## src/rtl/obi2hci_bridge_pkg.sv

```systemverilog
// Bridge-local definitions: FSM state encoding.
// Ports: none (package).
// IDLE = nothing outstanding, FWD = HCI transactions outstanding, ERR = error response pending.
package obi2hci_bridge_pkg;

  typedef enum logic [1:0] {
    ST_IDLE = 2'd0,
    ST_FWD  = 2'd1,
    ST_ERR  = 2'd2
  } obi2hci_state_e;

endpackage

```

## src/rtl/redmule_tile_pkg.sv

```systemverilog
// Shared tile-level types and constants: OBI/HCI data-port structs, L1 window, outstanding limit.
// Ports: none (package).
// Types are packed so they can travel as single buses between tile components.
package redmule_tile_pkg;

  localparam int unsigned N_MAX_TRAN = 1;
  localparam logic [31:0] L1_ADDR_START = 32'h1000_0000;
  localparam logic [31:0] L1_ADDR_END   = 32'h1002_0000;
  localparam int unsigned AID_W = 4;

  // Read data returned with an error response for accesses outside the L1 window.
  localparam logic [31:0] OBI2HCI_ERR_RDATA = 32'hBADC_AB1E;

  typedef struct packed {
    logic [31:0]      addr;
    logic             we;
    logic [3:0]       be;
    logic [31:0]      wdata;
    logic [AID_W-1:0] aid;
  } core_obi_a_t;

  typedef struct packed {
    logic        req;
    core_obi_a_t a;
  } core_data_req_t;

  typedef struct packed {
    logic [31:0]      rdata;
    logic [AID_W-1:0] rid;
    logic             err;
  } core_obi_r_t;

  typedef struct packed {
    logic        gnt;
    logic        rvalid;
    core_obi_r_t r;
  } core_data_rsp_t;

  typedef struct packed {
    logic        req;
    logic [31:0] add;
    logic        wen;
    logic [3:0]  be;
    logic [31:0] data;
    logic        r_ready;
    logic [1:0]  user;
    logic [6:0]  ecc;
  } core_hci_data_req_t;

  typedef struct packed {
    logic        gnt;
    logic        r_valid;
    logic [31:0] r_data;
  } core_hci_data_rsp_t;

endpackage

```

## src/rtl/obi2hci_id_fifo.sv

```systemverilog
// In-order ID FIFO remembering the aid of every forwarded transaction.
// Latency: head visible combinationally once written; push+pop allowed at any occupancy, even full.
// Ports: clk_i/rst_ni, push_i+data_i, pop_i, full_o/empty_o, head_o, count_o (occupancy).
module obi2hci_id_fifo #(
  parameter  int unsigned DEPTH = 2,
  parameter  int unsigned WIDTH = 4,
  localparam int unsigned CW    = $clog2(DEPTH + 1)
) (
  input  logic             clk_i,
  input  logic             rst_ni,
  input  logic             push_i,
  input  logic [WIDTH-1:0] data_i,
  input  logic             pop_i,
  output logic             full_o,
  output logic             empty_o,
  output logic [WIDTH-1:0] head_o,
  output logic [CW-1:0]    count_o
);

  localparam int unsigned PW = (DEPTH > 1) ? $clog2(DEPTH) : 1;

  logic [WIDTH-1:0] r_mem [DEPTH];
  logic [PW-1:0]    r_wptr;
  logic [PW-1:0]    r_rptr;
  logic [CW-1:0]    r_count;
  logic             w_push;
  logic             w_pop;

  function automatic logic [PW-1:0] ptr_next(input logic [PW-1:0] p);
    return (p == PW'(DEPTH - 1)) ? '0 : p + 1'b1;
  endfunction

  assign full_o  = (r_count == CW'(DEPTH));
  assign empty_o = (r_count == '0);
  assign head_o  = r_mem[r_rptr];
  assign count_o = r_count;

  // At full, a push is only accepted alongside a pop: the slot being written is the one being freed.
  assign w_push = push_i && (!full_o || pop_i);
  assign w_pop  = pop_i && !empty_o;

  always_ff @(posedge clk_i) begin
    if (w_push) r_mem[r_wptr] <= data_i;
  end

  always_ff @(posedge clk_i or negedge rst_ni) begin
    if (!rst_ni) begin
      r_wptr  <= '0;
      r_rptr  <= '0;
      r_count <= '0;
    end else begin
      if (w_push) r_wptr <= ptr_next(r_wptr);
      if (w_pop)  r_rptr <= ptr_next(r_rptr);
      case ({w_push, w_pop})
        2'b10:   r_count <= r_count + 1'b1;
        2'b01:   r_count <= r_count - 1'b1;
        default: r_count <= r_count;
      endcase
    end
  end

endmodule

```

## src/rtl/obi2hci_bridge.sv

```systemverilog
// OBI subordinate to HCI initiator bridge; out-of-window accesses answered locally with an error.
// Latency: grant combinational from HCI gnt, response forwarded in the r_valid cycle; errors respond 1 cycle after grant.
// Ports: clk_i, rst_ni, obi_req_i/obi_rsp_o (core side), hci_req_o/hci_rsp_i (memory side), busy_o.
module obi2hci_bridge
  import redmule_tile_pkg::*;
  import obi2hci_bridge_pkg::*;
#(
  parameter int unsigned MAX_OUTST  = N_MAX_TRAN + 1,
  parameter logic [31:0] ADDR_START = L1_ADDR_START,
  parameter logic [31:0] ADDR_END   = L1_ADDR_END
) (
  input  logic               clk_i,
  input  logic               rst_ni,
  input  core_data_req_t     obi_req_i,
  output core_data_rsp_t     obi_rsp_o,
  output core_hci_data_req_t hci_req_o,
  input  core_hci_data_rsp_t hci_rsp_i,
  output logic               busy_o
);

  localparam int unsigned CW = $clog2(MAX_OUTST + 1);

  obi2hci_state_e   r_state;
  logic             r_err_pend;
  logic [AID_W-1:0] r_err_aid;

  logic             w_in_range;
  logic             w_full;
  logic             w_empty;
  logic [CW-1:0]    w_count;
  logic [AID_W-1:0] w_head;
  logic             w_pop;
  logic             w_fwd_req;
  logic             w_push;
  logic             w_oor_gnt;

  assign w_in_range = (obi_req_i.a.addr >= ADDR_START) && (obi_req_i.a.addr < ADDR_END);

  // A response with nothing outstanding is stray (e.g. after a reset) and is dropped.
  assign w_pop = hci_rsp_i.r_valid && !w_empty;

  // In-range requests may proceed while the error response is being emitted: only one error can
  // be pending and it always leaves in this cycle, ahead of any HCI response.
  assign w_fwd_req = rst_ni && obi_req_i.req && w_in_range && (!w_full || w_pop);
  assign w_push    = w_fwd_req && hci_rsp_i.gnt;

  // Out-of-range requests wait for a completely drained bridge so responses stay in order.
  assign w_oor_gnt = rst_ni && obi_req_i.req && !w_in_range && w_empty && !r_err_pend;

  obi2hci_id_fifo #(
    .DEPTH (MAX_OUTST),
    .WIDTH (AID_W)
  ) u_id_fifo (
    .clk_i   (clk_i),
    .rst_ni  (rst_ni),
    .push_i  (w_push),
    .data_i  (obi_req_i.a.aid),
    .pop_i   (w_pop),
    .full_o  (w_full),
    .empty_o (w_empty),
    .head_o  (w_head),
    .count_o (w_count)
  );

  always_comb begin
    hci_req_o         = '0;
    hci_req_o.req     = w_fwd_req;
    hci_req_o.add     = obi_req_i.a.addr;
    hci_req_o.wen     = !obi_req_i.a.we;
    hci_req_o.be      = obi_req_i.a.be;
    hci_req_o.data    = obi_req_i.a.wdata;
    hci_req_o.r_ready = 1'b1;
  end

  always_comb begin
    obi_rsp_o        = '0;
    obi_rsp_o.gnt    = w_push || w_oor_gnt;
    obi_rsp_o.rvalid = w_pop || r_err_pend;
    if (w_pop) begin
      obi_rsp_o.r.rdata = hci_rsp_i.r_data;
      obi_rsp_o.r.rid   = w_head;
    end else if (r_err_pend) begin
      obi_rsp_o.r.rdata = OBI2HCI_ERR_RDATA;
      obi_rsp_o.r.rid   = r_err_aid;
      obi_rsp_o.r.err   = 1'b1;
    end
  end

  assign busy_o = (r_state != ST_IDLE);

  always_ff @(posedge clk_i or negedge rst_ni) begin
    if (!rst_ni) begin
      r_state    <= ST_IDLE;
      r_err_pend <= 1'b0;
      r_err_aid  <= '0;
    end else begin
      case (r_state)
        ST_IDLE: begin
          if (w_push) begin
            r_state <= ST_FWD;
          end else if (w_oor_gnt) begin
            r_state    <= ST_ERR;
            r_err_pend <= 1'b1;
            r_err_aid  <= obi_req_i.a.aid;
          end
        end
        ST_FWD: begin
          if (w_pop && !w_push && (w_count == CW'(1))) r_state <= ST_IDLE;
        end
        ST_ERR: begin
          r_err_pend <= 1'b0;
          r_state    <= w_push ? ST_FWD : ST_IDLE;
        end
        default: begin
          r_state    <= ST_IDLE;
          r_err_pend <= 1'b0;
        end
      endcase
    end
  end

  // HCI must never answer when nothing is outstanding.
  always @(posedge clk_i) begin
    if (rst_ni) begin
      assert (!(hci_rsp_i.r_valid && w_empty));
    end
  end

endmodule
```

## config.mk

```make
export PLATFORM = sky130hd
export DESIGN_NAME = obi2hci_bridge
export DESIGN_NICKNAME = d
export VERILOG_FILES = /design/src/rtl/obi2hci_bridge_pkg.sv /design/src/rtl/redmule_tile_pkg.sv /design/src/rtl/obi2hci_id_fifo.sv /design/src/rtl/obi2hci_bridge.sv
export SDC_FILE = /design/constraint.sdc
export NUM_CORES = 1
export LEC_CHECK = 0
export CELL_PAD_IN_SITES_DETAIL_PLACEMENT = 1
export CELL_PAD_IN_SITES_GLOBAL_PLACEMENT = 2
export CORE_UTILIZATION = 12
export CTS_CLUSTER_DIAMETER = 150
export DETAILED_ROUTE_END_ITERATION = 8
export PLACE_DENSITY = 0.84
export SLEW_MARGIN = 30
export SYNTH_ARGS = -nofsm -noshare
export SYNTH_HDL_FRONTEND = slang
export SYNTH_HIERARCHICAL = 1
export SYNTH_SLANG_ARGS = --single-unit
export TNS_END_PERCENT = 1
```

## constraint.sdc

```tcl
create_clock -name clk_i -period 5.85 [get_ports clk_i]
set_clock_uncertainty 0.05 [all_clocks]
set_input_delay 1.17 -clock clk_i [delete_from_list [all_inputs] [get_ports clk_i]]
set_output_delay 1.17 -clock clk_i [all_outputs]
set_load 0.01 [all_outputs]
```

==> results of run 1 <==
==> area by class of cell <==
cell class	count	area, sq um	share of cell area
Antenna cell	1	2.50	0.000943
Tap cell	184	230	0.0867
Inverter	7	26.3	0.00990
Sequential cell	19	515	0.194
Multi-Input combinational cell	95	647	0.244
Clock buffer	3	75.1	0.0283
Clock inverter	1	5.00	0.00189
Timing Repair Buffer	116	1150	0.434
==> layer usage <==
metal	share of wire	routed length [microns]	vias to the layer above	track usage
li1	-	-	642	-
met1	0.42	2280	631	0.0801
met2	0.46	2460	100	0.106
met3	0.10	547	10	0.0302
met4	0.018	97	0	0.0179
met5	0	0	-	0
==> metrics by stage <==
step                      setup WS, ps  instance area [sq um]  utilization  cells  hold WS (ps)
after floorplan                   2660                   1820            -    207           400
after global placement            1270                   2570        0.177    421           417
after detailed placement          1190                   2570        0.177    421           422
after CTS                         1190                   2650        0.183    425           430
after global routing              1000                   2650        0.183    425           458
final                             1220                   2660        0.183    426           429
==> flip-flops by register name, summed over array words and instances (netlist names) <==
register / flops
r_err_aid: 4
r_err_pend: 1
r_state: 2
u_id_fifo/count_o: 2
u_id_fifo/r_mem: 8
u_id_fifo/r_rptr: 1
u_id_fifo/r_wptr: 1
==> logic make-up (layout without fill, tap and decap cells) <==
family                     count (synthesis)  after routing  synth area share
and+or+nand+nor                           42             42             0.135
AOI/OAI and AO/OA                         29             29             0.116
DFF                                       19             19             0.289
other                                      2             11           0.00421
buffers and inverters                     93            127             0.366
adders and majority gates                  1              1           0.00701
xor gates and xnor gates                   5              5            0.0245
muxes                                      8              8            0.0589
==> worst register-to-register path: stages (launching register included) <==
cell and delay, ps:
dfrtp_1 430, nor2_1 120, nand2b_1 220, inv_1 510
buf_4 390, nor2b_2 240, ha_1 270, nor2_1 140
xor2_1 160
==> worst min path at each step <==
stage          startpoint          to  cells past startpoint
4_1_cts        r_state[1]  r_state[0]                      1
3_3_place_gp   r_state[1]  r_state[0]                      1
5_1_grt        r_state[1]  r_state[0]                      1
6_report       r_state[1]  r_state[0]                      1
2_1_floorplan  r_state[1]  r_state[0]                      1
3_5_place_dp   r_state[1]  r_state[0]                      1
==> placed cells by master, fill, tap and decap left out, types with 5 or more instances in the layout <==
cell type        synthesis  routed
clkdlybuf4s50_1          0     113
a21o_1                  19      19
and2_1                  13      13
dfrtp_1                 11      11
nand2_1                 10      10
conb_1                   2      10
edfxtp_1                 8       8
inv_1                    7       7
o21ai_0                  7       7
nor2_1                   5       5
==> power groups by stage <==
| stage | Combinational (uW) | Clock [uW] | Sequential [uW] |
|---|---|---|---|
| finish | 395 | 139 | 170 |
| global route | 430 | 152 | 174 |
| CTS | 402 | 146 | 171 |
| detailed placement | 400 | 0 | 173 |
| global placement | 390 | 0 | 173 |
| floorplan | 232 | 0 | 168 |
==> impl_metrics.py, run 1 <==
metrics = {
    "timing": {
        "slew-limit-headroom": 0.567,
        "setup_tns_ps": 0,
        "max_slew.worst_pin.slew_ps": 649,
        "setup_viol": 0,
        "slew_violations": 0,
        "hold_viol_final": 0,
        "fin_crit_sh": 0.791,
        "rsz0062_at_grt": "no",
        "min_period_ps": 4630,
        "fmax_mhz": 216,
    },
    "critical_path": {
        "cpMostUsedCell": "clkdlybuf4s50_1",
        "crit_start": "hci_rsp_i[32]",
        "endpoint_kind": "output pin",
        "crit_required_ps": 4630,
        "crit_path_end": "obi_rsp_o[4]",
        "cpLargestDelayFamily": "buffers and inverters",
        "critPathArrivalTime_ps": 3410,
        "cp-start-kind": "primary input",
        "crit_chain": "clkdlybuf4s50_1 > nand2b_1 > inv_1 > buf_4 > nand2_1 > o21ai_0 > clkdlybuf4s50_1",
        "crit_path_max_incr_delay_ps": 570,
        "r2r_end": "u_id_fifo/count_o[1]",
        "cp_max_fo": 24,
        "r2r_cells": 8,
        "critPathKind": "primary input to output pin",
        "slowest_stage": "clkdlybuf4s50_1",
        "rrSetupSlack_ps": 3230,
        "crit_cells": 7,
        "r2r-start": "u_id_fifo/count_o[0]",
        "cp_num_buf_inv": 4,
    },
    "route": {
        "vias": 1383,
        "drt_iter0_drc": 23,
        "firstDrtPassIters": 4,
        "routed_wl_microns": 5390,
        "wl_per_cell_microns": 12.6,
        "viasPerCell": 3.25,
        "drc": 0,
        "ant_nets": 0,
    },
    "clock_tree": {
        "cts_resized": 0,
        "cts-root-buf": "clkbuf_16",
        "numCtsBuffers": 3,
        "htree_levels": 1,
        "cts_tree": "yes",
        "hold_buffers": 0,
        "clockBufferDepth": 2,
        "post_cts_buffers": 0,
        "cts.clk_slew.worst_paths_ps": 50,
        "cts_sinks": 19,
        "clkLatencyLatePin_ps": 250,
    },
    "floorplanning": {
        "die_h_microns": 124,
        "die_x_microns": 124,
        "rows": 44,
        "core_sq_um": 14500,
        "initial_core_util": 0.123,
        "die_area_sq_um": 15400,
        "ios": 230,
    },
    "logic_synthesis": {
        "synth_common_cells": "79 x buf_4, 19 x a21o_1, 13 x and2_1, 11 x dfrtp_1, 10 x nand2_1",
        "yosys-top-cells-area": "buf_4 33%, dfrtp_1 15%, edfxtp_1 13%",
        "syn_area_sq_um": 1790,
        "syn_inst": 199,
        "synth_cell_types": 33,
        "ys_warn_count": 6,
        "ys_seq_elements": 19,
        "ys.flop_type": "dfrtp_1",
        "synth_edf_count": 8,
        "synth_top_cell_by_area": "buf_4",
        "async_reset_ff_frac": 0.579,
        "synth_top_area_frac": 0.332,
        "synth_most_common_cell": "buf_4",
        "synth.avg_cell_area_sq_um": 8.97,
        "ys_seq_area_frac": 0.289,
    },
    "layout": {
        "drive_gt1_frac": 0.0830,
        "fillers": 1722,
        "nets": 353,
        "areaGrowthSynthToFinish_pct": 48.7,
    },
    "global_routing": {
        "antenna_found_initial": 0,
        "grt.overflow.total": 0,
        "track_usage": 0.0663,
        "grt_max_degree": 24,
        "grt_pass1_vias": 1415,
        "grt_pass1_wl_microns": 7620,
    },
    "place": {
        "hpwl_microns": 4480,
        "port_buffers": 113,
        "routabilityCongestion": 0.709,
    },
    "run": {
        "max_cap_viol_count": 0,
    },
    "power": {
        "clkPwrFrac": 0.197,
        "power_frac_seq": 0.242,
        "power_per_cell_area_nw_per_um2": 265,
        "power_uw": 704,
        "p_int_uw": 470,
        "power.leakage_uw": 0.00108,
        "peakVddDrop_mv": 0.0960,
        "switching_share": 0.332,
        "p_switching_uw": 233,
        "combPwrFrac": 0.561,
    },
    "worst_hold_path": {
        "hold_class": "flip-flop to flip-flop",
    },
    "status": {
        "status": "complete, no violations",
    },
}
Power figures use the tool's default switching activity.
==> inputs of run 2 (changes only) <==
Settings changed: CORE_UTILIZATION 12 to 10, PLACE_DENSITY 0.84 to 0.75.
Clock period 5.85 ns to 4.22 ns, I/O delays scaled along.
==> impl_metrics.py, run 2 (synthesized netlist as in run 1, its figures left out) <==
metrics = {
    "route": {
        "firstDrtPassIters": 3,
        "viasPerCell": 2.96,
        "met1_length_microns": 1990,
        "wl_per_cell_microns": 11.4,
        "met3WireLength_microns": 409,
        "ant_nets": 0,
        "drc": 0,
        "wl_met2_microns": 2780,
        "top_layer": "met4",
        "routed_wl_microns": 5320,
        "vias": 1380,
        "drt_iter0_drc": 26,
    },
    "global_routing": {
        "antenna_found_initial": 0,
        "grt_pass1_wl_microns": 7720,
        "track_usage": 0.0540,
        "grt.overflow.total": 0,
        "grt_pass1_vias": 1423,
        "grt_max_degree": 43,
    },
    "clock_tree": {
        "numCtsBuffers": 3,
        "cts.clk_slew.worst_paths_ps": 50,
        "clockBufferDepth": 2,
        "hold_buffers": 0,
        "clkLatencyLatePin_ps": 250,
        "cts_resized": 0,
        "cts_sinks": 19,
        "post_cts_buffers": 0,
        "htree_levels": 1,
        "cts-root-buf": "clkbuf_16",
        "cts_tree": "yes",
    },
    "critical_path": {
        "cp_max_fo": 4,
        "cpMostUsedCell": "clkdlybuf4s50_1",
        "r2r-start": "u_id_fifo/count_o[0]",
        "endpoint_kind": "output pin",
        "r2r_cells": 8,
        "crit_start": "obi_req_i[71]",
        "slowest_stage": "clkdlybuf4s50_1",
        "critPathKind": "primary input to output pin",
        "critPathArrivalTime_ps": 2830,
        "crit_required_ps": 3330,
        "rrSetupSlack_ps": 2020,
        "cp-start-kind": "primary input",
        "crit_chain": "clkdlybuf4s50_1 > nor4b_1 > and4_4 > nand3_1 > o21ai_0 > clkdlybuf4s50_1",
        "crit_path_max_incr_delay_ps": 590,
    },
    "status": {
        "status": "complete, no violations",
    },
    "power": {
        "power.leakage_uw": 0.00108,
        "peakVddDrop_mv": 0.235,
        "power_per_cell_area_nw_per_um2": 362,
    },
    "layout": {
        "nets": 353,
        "instances_no_fill": 466,
        "n_antenna_cell": 0,
        "largest_reg_flops": 8,
        "drive_gt1_frac": 0.0788,
        "areaGrowthSynthToFinish_pct": 51.4,
        "final_cell_mix": "113 x clkdlybuf4s50_1, 19 x a21o_1, 13 x and2_1, 11 x dfrtp_1",
        "final_common_cell": "clkdlybuf4s50_1",
        "reg.largest.list": "u_id_fifo/r_mem (8), r_err_aid (4)",
        "post-route-util": 0.156,
        "regMostFlops": "u_id_fifo/r_mem",
        "fillers": 2032,
        "stdcell_area_sq_um": 2700,
    },
    "timing": {
        "setup_ws_ps": 500,
        "slew_violations": 0,
        "hold_viol_final": 0,
        "fmax_mhz": 269,
        "rsz0062_at_grt": "no",
        "min_period_ps": 3720,
        "setup_tns_ps": 0,
        "setup_viol": 0,
        "fin_crit_sh": 0.882,
    },
    "place": {
        "post_dp_cell_area_sq_um": 2620,
        "placed_cells": 462,
        "port_buffers": 113,
        "routabilityCongestion": 0.746,
        "post-place-ws_ps": 391,
        "hpwl_microns": 4420,
    },
    "floorplanning": {
        "initial_core_util": 0.103,
        "die_h_microns": 136,
        "ios": 230,
        "core_sq_um": 17400,
        "die_x_microns": 136,
        "die_area_sq_um": 18400,
        "rows": 48,
    },
    "run": {
        "max_cap_viol_count": 0,
    },
    "worst_hold_path": {
        "hp-start": "r_state[1]",
        "hold_class": "flip-flop to flip-flop",
        "whs_path_depth": 1,
    },
}
-- run 2: cell count changes in the layout (fill, tap and decap cells not counted) --
cell,previous run,this run
clkbuf_1,0,1
clkinv_2,1,0
diode_2,1,0
-- run 2: final cells by class --
class	count	area (sq um)	share of cell area
flip-flops and latches	19	515	0.191
clock buffers	4	78.8	0.0292
multi-input cells	95	647	0.239
repair buffers	116	1150	0.427
well taps	225	282	0.104
inverters	7	26.3	0.00972
-- run 2: final timing paths --
path | to
max | obi_rsp_o[38]
min | r_state[0]
max reg2reg | u_id_fifo/count_o[1]
min reg2reg | r_state[0]
max in group asynchronous | r_err_aid[0]
min in group asynchronous | u_id_fifo/count_o[0]
-- run 2: through the flow --
step                power [uW]  hold slack (ps)
floorplan                  555              400
finish                     979              444
global placement           779              430
detailed placement         794              437
CTS                        995              444
global route              1040              470
-- run 2: worst max-delay path: cells and delay by family --
| kind | cells | cell delay [ps] |
|---|---|---|
| and+or+nand+nor | 3 | 820 |
| buffers and inverters | 2 | 1020 |
| AOI/OAI and AO/OA | 1 | 140 |
-- run 2: power breakdown --
part	total, uW	switching (uW)	internal, uW	leakage, uW
Sequential	237	27.7	209	0.000214
Combinational	546	230	316	0.000828
Clock	196	67.7	129	0.0000382
-- run 2: metal layers --
| metal | up-vias | GRT usage |
|---|---|---|
| met3 | 14 | 0.0172 |
| li1 | 643 | - |
| met2 | 81 | 0.0952 |
| met4 | 0 | 0.0206 |
| met5 | - | 0 |
| met1 | 642 | 0.0600 |
==> inputs of run 3 (changes only) <==
Settings changed: CORE_MARGIN set to 4, GPL_ROUTABILITY_DRIVEN set to 0.
==> impl_metrics.py, run 3 (synthesized netlist as in run 1, its figures left out) <==
metrics = {
    "clock_tree": {
        "cts_sinks": 19,
        "post_cts_buffers": 0,
        "cts-root-buf": "clkbuf_16",
        "cts_resized": 0,
        "cts_tree": "yes",
        "clockBufferDepth": 2,
        "numCtsBuffers": 3,
        "cts.clk_slew.worst_paths_ps": 50,
        "clkLatencyLatePin_ps": 250,
        "hold_buffers": 0,
        "htree_levels": 1,
    },
    "route": {
        "routed_wl_microns": 5680,
        "ant_nets": 0,
        "viasPerCell": 2.90,
        "vias": 1358,
        "firstDrtPassIters": 4,
        "drc": 0,
        "wl_per_cell_microns": 12.1,
        "drt_iter0_drc": 15,
    },
    "layout": {
        "reg.largest.list": "u_id_fifo/r_mem (8), r_err_aid (4)",
        "fillers": 2046,
        "drive_gt1_frac": 0.0905,
        "n_antenna_cell": 0,
        "areaGrowthSynthToFinish_pct": 52.3,
        "nets": 355,
        "regMostFlops": "u_id_fifo/r_mem",
        "largest_reg_flops": 8,
        "instances_no_fill": 468,
        "regArea_sq_um": 515,
        "final_common_cell": "clkdlybuf4s50_1",
        "final_cell_mix": "113 x clkdlybuf4s50_1, 19 x a21o_1, 13 x and2_1, 11 x dfrtp_1",
        "multi_input_area_sq_um": 647,
    },
    "timing": {
        "hold_viol_final": 0,
        "hold_slack_ps": 450,
        "rsz0062_at_grt": "no",
        "slew_violations": 0,
        "fmax_mhz": 278,
        "fin_crit_sh": 0.852,
        "setup_viol": 0,
        "min_period_ps": 3600,
        "setup_tns_ps": 0,
    },
    "critical_path": {
        "r2r-start": "u_id_fifo/count_o[0]",
        "critPathKind": "primary input to output pin",
        "cp-start-kind": "primary input",
        "crit_required_ps": 3330,
        "endpoint_kind": "output pin",
        "r2r_cells": 8,
        "rrSetupSlack_ps": 2040,
        "r2r_end": "u_id_fifo/r_mem[0][0]",
        "critPathArrivalTime_ps": 2700,
        "cp_max_fo": 4,
    },
    "global_routing": {
        "grt_max_degree": 23,
        "track_usage": 0.0540,
        "grt_pass1_wl_microns": 8580,
        "grt_pass1_vias": 1577,
        "grt.overflow.total": 0,
        "antenna_found_initial": 0,
    },
    "floorplanning": {
        "die_area_sq_um": 20100,
        "initial_core_util": 0.103,
        "die_h_microns": 142,
        "ios": 230,
        "rows": 48,
        "die_x_microns": 142,
        "core_sq_um": 17400,
    },
    "status": {
        "status": "complete, no violations",
    },
    "run": {
        "max_cap_viol_count": 0,
    },
    "worst_hold_path": {
        "hold_class": "flip-flop to flip-flop",
        "hold_end": "r_state[0]",
        "whs_path_depth": 1,
        "hp-start": "r_state[0]",
    },
    "power": {
        "peakVddDrop_mv": 0.119,
        "power_per_cell_area_nw_per_um2": 363,
        "power.leakage_uw": 0.00109,
        "power_uw": 986,
    },
    "place": {
        "hpwl_microns": 4950,
        "port_buffers": 113,
        "placed_cells": 464,
    },
}
run 3: worst max-delay path, stage by stage:
cell	delay (ps)
clkdlybuf4s50_1	410
nor4_1	350
and4_4	290
nand3_1	120
o21ai_0	110
clkdlybuf4s50_1	570
run 3: worst max path at each step:
stage | start | cells after the start | endpoint | slack (ps)
global placement | obi_req_i[71] | 6 | obi_rsp_o[38] | 630
CTS | obi_req_i[64] | 6 | obi_rsp_o[38] | 560
finish | obi_req_i[64] | 6 | obi_rsp_o[38] | 620
global route | obi_req_i[71] | 6 | obi_rsp_o[38] | 490
detailed placement | obi_req_i[64] | 6 | obi_rsp_o[38] | 580
floorplan | hci_rsp_i[32] | 5 | obi_rsp_o[23] | 1680
run 3: metal layers:
| layer | up-vias | routed length, microns | track usage |
|---|---|---|---|
| li1 | 643 | - | - |
| met1 | 618 | 2320 | 0.0629 |
| met2 | 81 | 2680 | 0.0891 |
| met3 | 16 | 556 | 0.0212 |
| met4 | 0 | 129 | 0.0207 |
| met5 | - | 0 | 0 |
run 3: report_power, final:
part           leakage [uW]  internal, uW  total (uW)  switching [uW]
sequential         0.000214           209         238            28.9
clock             0.0000409           127         193            66.1
combinational      0.000837           323         555             232
run 3: metrics by stage:
step | instance area (sq um) | utilization | worst slack, ps
finish | 2720 | 0.156 | 624
global route | 2720 | 0.156 | 488
CTS | 2720 | 0.156 | 560
detailed placement | 2640 | 0.152 | 579
global placement | 2640 | 0.152 | 632
floorplan | 1820 | - | 1680
run 3: cell type report:
| type | count | share of cell area |
|---|---|---|
| Multi-Input combinational cell | 95 | 0.238 |
| Sequential cell | 19 | 0.190 |
| Inverter | 7 | 0.00966 |
| Tap cell | 225 | 0.104 |
| Clock inverter | 1 | 0.00184 |
| Timing Repair Buffer | 118 | 0.430 |
| Clock buffer | 3 | 0.0276 |
